### src/rtl/match_event_logger.sv
// Timestamps rising edges of sequence_found and queues them in a FWFT FIFO,
// with a saturating total of detections and a sticky drop flag.
module match_event_logger #(
  parameter int TS_WIDTH  = 16,
  parameter int DEPTH     = 8,
  parameter int CNT_WIDTH = 8
) (
  input  logic                       clk,
  input  logic                       reset,
  input  logic                       sequence_found,
  input  logic                       rd_en,
  output logic                       evt_valid,
  output logic [TS_WIDTH-1:0]        evt_timestamp,
  output logic [$clog2(DEPTH):0]     evt_level,
  output logic [CNT_WIDTH-1:0]       match_total,
  output logic                       overflow
);
  localparam int PW = $clog2(DEPTH);
  localparam int LW = PW + 1;

  logic [TS_WIDTH-1:0] ts;
  logic                sf_q;
  logic [PW-1:0]       wr_ptr, rd_ptr;
  logic [TS_WIDTH-1:0] mem [DEPTH];
  logic                evt, full, empty, do_push, do_pop, drop;
  logic [LW-1:0]       level_nxt;

  // A full FIFO still accepts the event when the head is popped in the same cycle.
  always_comb begin
    evt       = sequence_found & ~sf_q;
    empty     = (evt_level == '0);
    full      = (evt_level == LW'(DEPTH));
    do_pop    = rd_en & ~empty;
    do_push   = evt & (~full | do_pop);
    drop      = evt & full & ~do_pop;
    level_nxt = evt_level;
    if (do_push && !do_pop)
      level_nxt = evt_level + LW'(1);
    else if (do_pop && !do_push)
      level_nxt = evt_level - LW'(1);
  end

  always_ff @(posedge clk) begin
    if (reset) begin
      ts          <= '0;
      sf_q        <= 1'b0;
      wr_ptr      <= '0;
      rd_ptr      <= '0;
      evt_level   <= '0;
      evt_valid   <= 1'b0;
      match_total <= '0;
      overflow    <= 1'b0;
    end else begin
      ts        <= ts + TS_WIDTH'(1);
      sf_q      <= sequence_found;
      evt_level <= level_nxt;
      evt_valid <= (level_nxt != '0);
      if (do_push) wr_ptr <= wr_ptr + PW'(1);
      if (do_pop)  rd_ptr <= rd_ptr + PW'(1);
      if (evt && (match_total != '1)) match_total <= match_total + CNT_WIDTH'(1);
      if (drop) overflow <= 1'b1;
    end
  end

  // Storage carries no reset; stale contents are masked by evt_valid.
  always_ff @(posedge clk) begin
    if (!reset && do_push) mem[wr_ptr] <= ts;
  end

  assign evt_timestamp = evt_valid ? mem[rd_ptr] : '0;

endmodule

### config.mk
export PLATFORM = sky130hd
export DESIGN_NAME = match_event_logger
export DESIGN_NICKNAME = d
export VERILOG_FILES = /design/src/rtl/match_event_logger.sv
export SDC_FILE = /design/constraint.sdc
export NUM_CORES = 1
export LEC_CHECK = 0
export BUFFER_PORTS_ARGS = -buffer_cell sky130_fd_sc_hd__buf_2
export CELL_PAD_IN_SITES_DETAIL_PLACEMENT = 2
export CELL_PAD_IN_SITES_GLOBAL_PLACEMENT = 2
export CORE_MARGIN = 3
export CORE_UTILIZATION = 51
export CTS_BUF_LIST = sky130_fd_sc_hd__clkbuf_2
export DETAILED_ROUTE_END_ITERATION = 10
export PLACE_DENSITY_LB_ADDON = 0.1
export SYNTH_ARGS = -nofsm -noshare
export SYNTH_HDL_FRONTEND = slang
export SYNTH_SLANG_ARGS = --single-unit
### constraint.sdc
create_clock -name clk -period 5.8 [get_ports clk]
set_input_delay 1.74 -clock clk [delete_from_list [all_inputs] [get_ports clk]]
set_output_delay 1.74 -clock clk [all_outputs]
set_load 0.01 [all_outputs]
==> summary.md <==
| Metric | Value |
|---|---|
| Status | `finished, final reports clean` |
| DP Area | `a little over 0.007 mm^2` |
| DRC | `0` |
| Total iterations of the first detailed-routing run | `7` |
| Worst Path Max Fanout | `22` |
| Core area | `around 0.013 mm^2` |
| Die Height | `between 100 and 150 um` |
| Vias per cell | `slightly below 6` |
| Worst-Skew Late Latency | `0.83 ns` |
| Arrival time at the worst endpoint | `3.09 ns` |
| Largest net degree at the start of global routing | `between 40 and 50` |
| Pins Over Slew Limit | `0` |
| Total grt overflow | `0` |
| # hold bufs at CTS | `0` |
| Routed WL per cell | `approximately 28 um` |
| Post-Syn Instances | `between 400 and 500` |
| Die area | `0.01470 mm^2` |
| Max IR drop VDD | `between 200 and 250 uV` |
| Final period util | `0.8332` |
| Synthesis-stage register bit count | `approximately 170` |
| Setup repair bufs after CTS | `0` |
| CTS clock-pin slew for the worst setup and hold paths | `approximately 0.23 ns` |
| Setup tns final | `0 ns` |
| Share of post-route cells with drive strength above 1 | `0.2645` |
| Hold WS | `roughly 0.55 ns` |
| Leak | `between 0.002 and 0.0025 uW` |
| Fmax | `just over 200 MHz` |
| Fin. Hold Viols | `0` |
| H-Tree Depth | `4` |
| GRT Total Usage | `0.2667` |
| Worst slew pin tran | `1.064 ns` |
| Nets@finish | `462` |
| Ys flop type | `edfxtp_1` |
| Startpoint Class | `flip-flop` |
| Antenna cells | `0` |
| DRT antenna net count | `0` |
| P&R area growth vs syn | `8.790%` |
| Via Count | `around 3800` |
| Hold WC Path Type | `reg -> reg` |
| Initial antenna violation count | `1` |
| Cell Pwr Density | `roughly 360 mW/mm^2` |
| Period minus WS final | `4.833 ns` |
| Vias in the first global route | `around 4200` |
| Met3 WL post-DR | `814 um` |
| IO buf count | `33` |
| Die width | `between 100 and 150 um` |
| Syn nets | `between 400 and 500` |
| Fin area | `around 0.0074 mm^2` |
| Routed WL | `approximately 18000 um` |
| WP data required | `4.06 ns` |
| Number of fill cells in the layout | `around 1100` |
| CTS max path bufs | `2` |
| DP Wirelength | `~11000 um` |
| Initial core utilization | `0.5283` |
| Fraction of registers with async set/reset | `0` |
| Clock root cell | `clkbuf_2` |
| Sink Count | `approximately 170` |
| Sequential share of the synthesized area | `0.6855` |
| Site Rows | `41` |
| Relative slew slack | `0.2907` |
| DR top layer | `met5` |
| GPL Wtd Cong | `between 0.7 and 0.8` |
| Num CTS Buffers | `17` |
| Crit Path Class | `reg -> out` |
| CP Capture Type | `primary output` |
| DRT iter0 DRCs | `around 360` |
| Post_cts resized | `0` |
| RSZ-0062 raised after global routing | `false` |
| Clock Skew | `0.08147 ns` |
| MaxCap Viol Count | `0` |
| Number of flops mapped to enable cells by yosys | `around 130` |
| Total power | `roughly 2700 uW` |
| Wire length on met2 | `roughly 9400 um` |
| Syn Area/Cell | `16.52 um^2` |
| Metal-1 WL | `approximately 7500 um` |
| Global-route wire length before repair | `27550 um` |
| Yosys cell types | `49` |
| CTS tree | `done` |
| Mapped Area | `between 0.006 and 0.007 mm^2` |
| Synth warnings | `0` |
| I/O Pins | `34` |
| Final setup viols | `0` |
[metrics by stage]
| stage | instances | utilization | setup slack, ns |
|---|---|---|---|
| after floorplan | 410 | - | 1.583 |
| after global placement | 605 | 0.5580 | 1.621 |
| after detailed placement | 605 | 0.5580 | 1.484 |
| after CTS | 637 | 0.5747 | 0.8254 |
| after global routing | 637 | 0.5747 | 0.6219 |
| final | 637 | 0.5747 | 0.9672 |
[state kept, by name, summed over array words and instances (netlist names), named ones only]
register and cells:
evt_level 4, evt_valid 1, match_total 8, mem 128, overflow 1, rd_ptr 3, sf_q 1, ts 16
wr_ptr 3
[power breakdown]
group,internal (uW),switching (uW),leakage (uW)
combinational,314,316,0.000804
clock,155,458,0.000120
sequential,1330,116,0.00151
[per-layer routing]
layer | track usage | vias up
li1 | - | 1643
met2 | 0.4481 | 113
met5 | 0 | -
met1 | 0.3454 | 1994
met4 | 0.1057 | 2
met3 | 0.04988 | 32
[cells by family (layout without fill, tap and decap cells)]
kind of cell,Yosys count,count (layout),share of synthesized area
AO/OA/AOI/OAI,19,19,0.02622
adder cells (fa/ha/maj),7,7,0.01274
XOR/XNOR,26,26,0.03361
AND/OR/NAND/NOR,113,113,0.08532
buffers and inverters,24,79,0.01736
flip-flops,168,168,0.6855
multiplexers,53,53,0.1392
[worst paths after layout]
| path | depth (start not counted) | slack, ns | to | startpoint |
|---|---|---|---|---|
| setup / recovery | 5 | 0.97 | evt_timestamp[4] | flip-flop |
| hold / removal | 2 | 0.55 | overflow | overflow |
| setup reg to reg | 6 | 2.82 | mem[1][3] | evt_level[1] |
| hold reg to reg | 2 | 0.55 | overflow | overflow |
[worst max-delay path: stages, from the launching register on]
cell and delay (ns):
dfxtp_2 0.94, buf_4 0.39, mux4_2 0.55, mux2i_1 0.22, nor2b_1 0.08, buf_2 0.14
[placed cells by master (no fill, tap or decap), types with 2 or more instances in the layout]
master and count:
a21oi_1 3, a31oi_1 2, and3_1 3, and3b_1 2, and4_1 2, buf_2 33
buf_4 10, clkbuf_2 17, clkinv_2 3, clkinv_4 3, clkinvlp_4 5, dfxtp_1 39
edfxtp_1 128, ha_1 6, inv_1 4, inv_6 2, mux2i_1 20, mux4_2 32
nand2_1 15, nand2b_1 2, nand3_1 6, nand4_1 4, nor2_1 44, nor2b_1 19
nor3_1 5, nor3b_2 3, xnor2_1 12, xor2_1 14
[layout make-up]
type	instances	area, um^2	share of cell area
sequential	168	4646	0.6303
multi-input combinational	218	2039	0.2767
clock buffer	17	85.08	0.01154
tap	172	215.2	0.02920
clock inverter	15	130.1	0.01765
inverter	4	15.01	0.002037
timing repair buffer	43	240.2	0.03259
[synth_stat cells, types with 3 or more instances]
library cell	count	area, um^2
buf_4	3	22.52
buf_1	6	22.52
nor3b_1	3	22.52
mux4_2	32	720.7
nor3_1	6	30.03
a21oi_1	3	15.01
nand2_1	15	56.30
nand3_1	6	30.03
xor2_1	14	122.6
inv_1	4	15.01
dfxtp_1	40	800.8
and3_1	3	18.77
edfxtp_1	128	3844
nor2b_1	19	118.9
mux2i_1	20	200.2
clkbuf_1	6	22.52
buf_2	4	20.02
xnor2_1	12	105.1
nand4_1	4	25.02
nor2_1	44	165.2
ha_1	6	75.07
Power figures use the tool's default switching activity.
